**src/rtl/mux_n_1_arb_v.sv**
```systemverilog
// N-channel registered multiplexer with valid/ready handshakes.
// Selects a producer by fixed index or by round-robin search from a rotating pointer.
module mux_n_1_arb_v #(
  parameter int  N_CH  = 4,
  parameter int  WIDTH = 8,
  localparam int SEL_W = (N_CH > 1) ? $clog2(N_CH) : 1
) (
  input  logic                  i_clk,
  input  logic                  i_rst_n,
  input  logic                  i_en,
  input  logic                  i_mode,
  input  logic [SEL_W-1:0]      i_sel_code,
  input  logic [N_CH*WIDTH-1:0] i_code,
  input  logic [N_CH-1:0]       i_valid,
  output logic [N_CH-1:0]       o_ready,
  output logic [WIDTH-1:0]      o_code,
  output logic [SEL_W-1:0]      o_sel_code,
  output logic                  o_valid,
  input  logic                  i_ready
);

  logic [WIDTH-1:0] code_q, code_d;
  logic [SEL_W-1:0] sel_q, sel_d;
  logic [SEL_W-1:0] rr_q, rr_d;
  logic             valid_q, valid_d;
  logic [SEL_W-1:0] cand;
  logic             cand_vld;
  logic             slot_free;
  logic             grant;
  int               rr_idx;

  assign slot_free = !valid_q || i_ready;

  always_comb begin
    cand     = '0;
    cand_vld = 1'b0;
    rr_idx   = 0;
    if (!i_mode) begin
      // Out-of-range select codes simply never match a channel.
      for (int k = 0; k < N_CH; k++) begin
        if (i_sel_code == SEL_W'(k) && i_valid[k]) begin
          cand     = SEL_W'(k);
          cand_vld = 1'b1;
        end
      end
    end else begin
      // Walk farthest-to-nearest so the channel closest to the pointer wins last.
      for (int i = N_CH - 1; i >= 0; i--) begin
        rr_idx = int'(rr_q) + i;
        if (rr_idx >= N_CH) rr_idx = rr_idx - N_CH;
        if (i_valid[rr_idx]) begin
          cand     = SEL_W'(rr_idx);
          cand_vld = 1'b1;
        end
      end
    end
  end

  assign grant   = i_rst_n && i_en && slot_free && cand_vld;
  assign o_ready = grant ? (N_CH'(1) << cand) : '0;

  always_comb begin
    code_d  = code_q;
    sel_d   = sel_q;
    valid_d = valid_q;
    rr_d    = rr_q;
    if (grant) begin
      code_d  = i_code[int'(cand)*WIDTH +: WIDTH];
      sel_d   = cand;
      valid_d = 1'b1;
      if (i_mode) rr_d = (cand == SEL_W'(N_CH - 1)) ? '0 : cand + 1'b1;
    end else if (valid_q && i_ready) begin
      valid_d = 1'b0;
    end
  end

  always_ff @(posedge i_clk or negedge i_rst_n) begin
    if (!i_rst_n) begin
      code_q  <= '0;
      sel_q   <= '0;
      valid_q <= 1'b0;
      rr_q    <= '0;
    end else begin
      code_q  <= code_d;
      sel_q   <= sel_d;
      valid_q <= valid_d;
      rr_q    <= rr_d;
    end
  end

  assign o_code     = code_q;
  assign o_sel_code = sel_q;
  assign o_valid    = valid_q;

endmodule

```
**config.mk**
```make
export PLATFORM = sky130hd
export DESIGN_NAME = mux_n_1_arb_v
export DESIGN_NICKNAME = d
export VERILOG_FILES = /design/src/rtl/mux_n_1_arb_v.sv
export SDC_FILE = /design/constraint.sdc
export NUM_CORES = 1
export LEC_CHECK = 0
export CAP_MARGIN = 20
export CORE_MARGIN = 5
export CORE_UTILIZATION = 39
export CTS_CLUSTER_DIAMETER = 80
export DETAILED_ROUTE_END_ITERATION = 8
export HOLD_SLACK_MARGIN = 0.02
export PLACE_DENSITY = 0.85
export SYNTH_ARGS = -nofsm -noshare
export SYNTH_HDL_FRONTEND = slang
export SYNTH_SLANG_ARGS = --single-unit
```
**constraint.sdc**
```tcl
create_clock -name i_clk -period 3.3 [get_ports i_clk]
set_clock_uncertainty 0.2 [all_clocks]
set_input_delay 0.495 -clock i_clk [delete_from_list [all_inputs] [get_ports i_clk]]
set_output_delay 0.495 -clock i_clk [all_outputs]
set_load 0.02 [all_outputs]
```
==> impl_metrics.ini, run 1 <==
[setup_path]
critical_path.top_delay_family = buffers and inverters
worstSetupPathType = in2out
cp-end-kind = output pin
worstPathArrival_ps = 2470
worstPathRequired_ps = 2600
cp_max_fo = 2
r2r_slack_ps = 910
reg2regPathDepth = 7
reg2reg_from = rr_q[1]
cp_num_buf_inv = 2
cp_cell_sequence = clkdlybuf4s50_1, mux2_2, a311o_1, or2_2, nor2_1, dlygate4sd2_1
crit_path_start_kind = primary input
rr_endpoint = o_code[2]
max_stage_delay_ps = 490
slowest_stage = clkdlybuf4s50_1

[placement]
dp.cells = 173
gp_congestion = 0.803
dp_worst_setup_slack_ps = -160
port_buffers = 57
placed_cell_area_um2 = 1620
hpwlAfterDp_mm = 2.41

[timing]
rsz0062_at_grt = false
setup-violations-final = 0
clock.fmax_mhz = 316
setup_slack_ps = 140
drv_slew = 0
finalCritPeriodShare = 0.958
period_needed_ps = 3160
whs_ps = 310
tns_ps = 0
finalHoldViolations = 0
relSlewSlack = 0.822
tightest_slew_ps = 266

[clock_network]
htree_num_levels = 1
cts_buffers = 3
hold_buffers = 0
worstSkewPairLatency_ps = 270
cts_setup_buffers = 0
clk_pin_slew_ps = 80
cts_buffer_depth = 2
cts_tree = built
clockRootBuffer = clkbuf_4
clkSinkCount = 13

[final_layout]
drive_gt1_frac = 0.289
mostFrequentLayoutCells = 52 x clkdlybuf4s50_1, 15 x buf_4, 13 x dfrtp_1
utilization = 0.732
final_common_cell = clkdlybuf4s50_1
fin_nets = 194
area_growth_pct = 76.9
layoutNonFillerInstCount = 177
final_area_um2 = 1640
antennaDiodeCount = 0
fillerInstances = 150

[power_and_ir_drop]
leakagePower_nw = 0.697
peakVddDrop_mv = 0.421
power_mw = 0.792
power.density_nw_per_um2 = 484

[hold_path]
holdPathStages = 1
hold_path_class = reg2reg
min_to = o_code[7]
min_from = o_code[7]

[route]
wire_per_inst_um = 15.8
postRouteWirelength_mm = 2.80
antenna_left = 0
drt-vias-per-instance = 5.20
drt-pass1-iter-count = 4
route.vias.total = 921
drc = 0
drt_iter0_drc = 14

[global_routing]
overflow = 0
first_global_vias = 1059
grt_pass1_wl_mm = 4.75
grt_max_degree = 14
antenna_found_initial = 0
met2_usage = 0.303
busiest_layer = met2
track_usage = 0.181
use_met3 = 0.0811
grt_use_met1 = 0.201

[floorplan]
die_y_um = 58.7
pin_count = 58
die-width_um = 58.7
initial_core_util = 0.414
num_rows = 17
core_area_um2 = 2230
dieArea_um2 = 3440

[job]
max_cap_violations = 0

[status]
outcome = completed

[yosys]
yosysWarnings = 0
yosysTopAreaCell = dfrtp_1
netlist_instances = 78
ys_ff_latch = 13
synthTopCellsByArea = dfrtp_1 35%, mux4_2 17%, mux2_2 15%
netlist.area_leader.share = 0.352
netlist_area_um2 = 925
syn-num-nets = 122
yosysSeqAreaShare = 0.352
avgSynthCellArea_um2 = 11.9
synth_cell_types = 30
[flip-flops by register name (all words and copies together), names as in the netlist]
| name | flops |
|---|---|
| o_code | 8 |
| o_sel_code | 2 |
| rr_q | 2 |
| o_valid | 1 |
[routing by layer]
metal / part of all wire / wire length, um
met1: 0.40 / 1120
met5: 0 / 0
met2: 0.48 / 1340
met3: 0.11 / 316
met4: 0.0082 / 23
[power by group]
group          internal (mW)  total, mW  switching [mW]
logic                  0.251      0.436           0.185
clock network         0.0467     0.0986          0.0519
registers              0.217      0.257          0.0396
total                  0.515      0.792           0.277
[cells by family after synthesis]
family | share of synthesized area
muxes | 0.367
and+or+nand+nor | 0.110
AOI/OAI and AO/OA | 0.104
adders and majority gates | 0.0135
buffers and inverters | 0.0541
DFF | 0.352
[cell type report]
cell class | instances | area (um^2) | share of cell area
timing repair buffer | 72 | 677 | 0.414
multi-input combinational | 54 | 549 | 0.336
sequential | 13 | 325 | 0.199
tap | 28 | 35.0 | 0.0214
clock buffer | 4 | 26.3 | 0.0161
inverter | 6 | 22.5 | 0.0138
[timing repair]
item                       CTS  global route
setup endpoints to repair    4             2
pin swaps                    0             0
gates resized for setup      4             3
[how the worst max path moves through the flow]
stage	depth (start not counted)	start	endpoint	slack (ps)
after global placement	7	i_valid[0]	o_ready[0]	-140
after global routing	6	i_sel_code[0]	o_ready[0]	50
after detailed placement	7	i_valid[0]	o_ready[2]	-160
after floorplan	8	i_valid[2]	o_ready[0]	420
final	6	i_sel_code[0]	o_ready[0]	140
after CTS	7	i_valid[0]	o_ready[0]	110
[synthesized netlist by cell type]
cell type	count
a2111oi_4	1
a211o_1	1
a21boi_0	1
a21oi_1	3
a311o_1	1
a31o_2	1
a31oi_1	1
buf_6	1
clkbuf_1	3
clkbuf_2	1
dfrtp_1	13
ha_1	1
inv_1	5
inv_2	1
mux2_2	12
mux2i_1	2
mux4_1	1
mux4_2	7
nand2_1	3
nand2b_1	2
nand3_1	2
nor2_1	5
nor2b_1	1
nor3_1	2
nor3b_1	1
nor4_1	1
o211ai_1	1
o21ai_0	1
or2_0	1
or2_2	2
Power figures use the tool's default switching activity.
==> run 2, diff against run 1 <==
GPL_ROUTABILITY_DRIVEN = 0   (was default)
SETUP_SLACK_MARGIN = 0.1   (was default)
==> run 2 against run 1 <==
Combinational power about the same; die area unchanged; highest routed layer unchanged; power down 0.18%; final cell count unchanged.
==> impl_metrics.ini, run 2 (synthesized netlist as in run 1, its figures left out) <==
[status]
outcome = completed

[timing]
relSlewSlack = 0.823
finalHoldViolations = 0
setup-violations-final = 0
rsz0062_at_grt = false
clock.fmax_mhz = 330
drv_slew = 0
period_needed_ps = 3030
finalCritPeriodShare = 0.919
tightest_slew_ps = 266

[global_routing]
grt_max_degree = 14
grt_pass1_wl_mm = 4.75
first_global_vias = 1059
track_usage = 0.181
antenna_found_initial = 0
overflow = 0

[setup_path]
worstPathRequired_ps = 2600
cp-end-kind = output pin
cp_max_fo = 5
worstPathArrival_ps = 2340
cp_cell_sequence = clkdlybuf4s50_1, inv_1, a2111oi_4, a31oi_1, a31o_2, inv_1, ha_1, inv_1, nor2_1, clkbuf_2
crit_path_start_kind = primary input
worstSetupPathType = in2out
critPathMostFrequentCell = inv_1
slowest_stage = clkdlybuf4s50_1
max_stage_delay_ps = 540

[final_layout]
area_growth_pct = 75.6
antennaDiodeCount = 0
largest_reg_flops = 8
fin_nets = 194
final_common_cell = clkdlybuf4s50_1
drive_gt1_frac = 0.309
fillerInstances = 150
layoutNonFillerInstCount = 177
mostFrequentLayoutCells = 52 x clkdlybuf4s50_1, 15 x buf_4, 13 x dfrtp_1

[power_and_ir_drop]
peakVddDrop_mv = 0.422
power_mw = 0.791
leakagePower_nw = 0.687
power.density_nw_per_um2 = 487

[floorplan]
initial_core_util = 0.414
dieArea_um2 = 3440
die-width_um = 58.7
die_y_um = 58.7
pin_count = 58
core_area_um2 = 2230
num_rows = 17

[clock_network]
hold_buffers = 0
clk_pin_slew_ps = 80
cts_setup_buffers = 0
cts_tree = built
worstSkewPairLatency_ps = 270
cts_buffer_depth = 2
clkSinkCount = 13
cts_buffers = 3
htree_num_levels = 1
clockRootBuffer = clkbuf_4

[hold_path]
hold_path_class = reg2reg

[route]
dr_wl_met3_um = 323
drc = 0
antenna_left = 0
drt-pass1-iter-count = 4
route.met2.wl_mm = 1.35
top_layer = met4
drt-vias-per-instance = 5.16
drt_iter0_drc = 12
postRouteWirelength_mm = 2.80
wire_per_inst_um = 15.8
route.vias.total = 914
met1Wirelength_mm = 1.10

[placement]
hpwlAfterDp_mm = 2.41
port_buffers = 57
dp.cells = 173

[job]
max_cap_violations = 0
## run 2: path summary, 6_finish.rpt
check | start | endpoint | slack [ps] | depth (start not counted)
setup / recovery | i_valid[3] | o_ready[3] | 270 | 10
hold / removal | o_code[4] | o_code[4] | 310 | 1
setup reg to reg | rr_q[1] | o_code[2] | 910 | 7
hold reg to reg | o_code[4] | o_code[4] | 310 | 1
max in group asynchronous | i_rst_n | o_sel_code[0] | 2380 | 2
min in group asynchronous | i_rst_n | o_code[4] | 360 | 2
## run 2: power breakdown
part / internal, mW / switching (mW)
combinational: 0.251 / 0.184
sequential: 0.217 / 0.0395
clock: 0.0467 / 0.0517
## run 2: stage by stage
stage	util	hold WS (ps)	setup WS, ps	instance area, um^2	setup TNS, ps
2_1_floorplan	-	-0.591	422	925	0
3_3_place_gp	0.723	283	-138	1620	-484
3_5_place_dp	0.723	295	-160	1620	-605
4_1_cts	0.733	312	111	1640	0
5_1_grt	0.727	335	114	1620	0
6_report	0.727	310	268	1620	0
## run 2: cell type report
cell class | count | area [um^2] | share of cell area
inverters | 6 | 22.5 | 0.0139
multi-input cells | 54 | 549 | 0.338
well taps | 28 | 35.0 | 0.0216
repair buffers | 72 | 666 | 0.410
clock buffers | 4 | 26.3 | 0.0162
flip-flops and latches | 13 | 325 | 0.200
## run 2: routing by layer
metal | GRT usage | vias to the layer above
met3 | 0.0811 | 2
met5 | 0 | -
met4 | 0.0712 | 0
li1 | - | 432
met2 | 0.303 | 50
met1 | 0.201 | 430
## run 2: critical path, delay by kind of cell
kind	cells	cell delay, ps
buffers and inverters	5	960
AND/OR/NAND/NOR	1	100
AO/OA/AOI/OAI	3	620
adder cells (fa/ha/maj)	1	150
## run 2: timing repair
action                                  4_1_cts  5_1_grt
endpoints found under the setup margin        4        4
hold endpoints to repair                      0        0
resized for setup                             4       10
gates cloned                                  0        0
==> run 3, diff against run 2 <==
SLEW_MARGIN = 20   (was default)
==> results of run 3 <==
No change in the layout: final DEF, timing and power equal those of run 2.
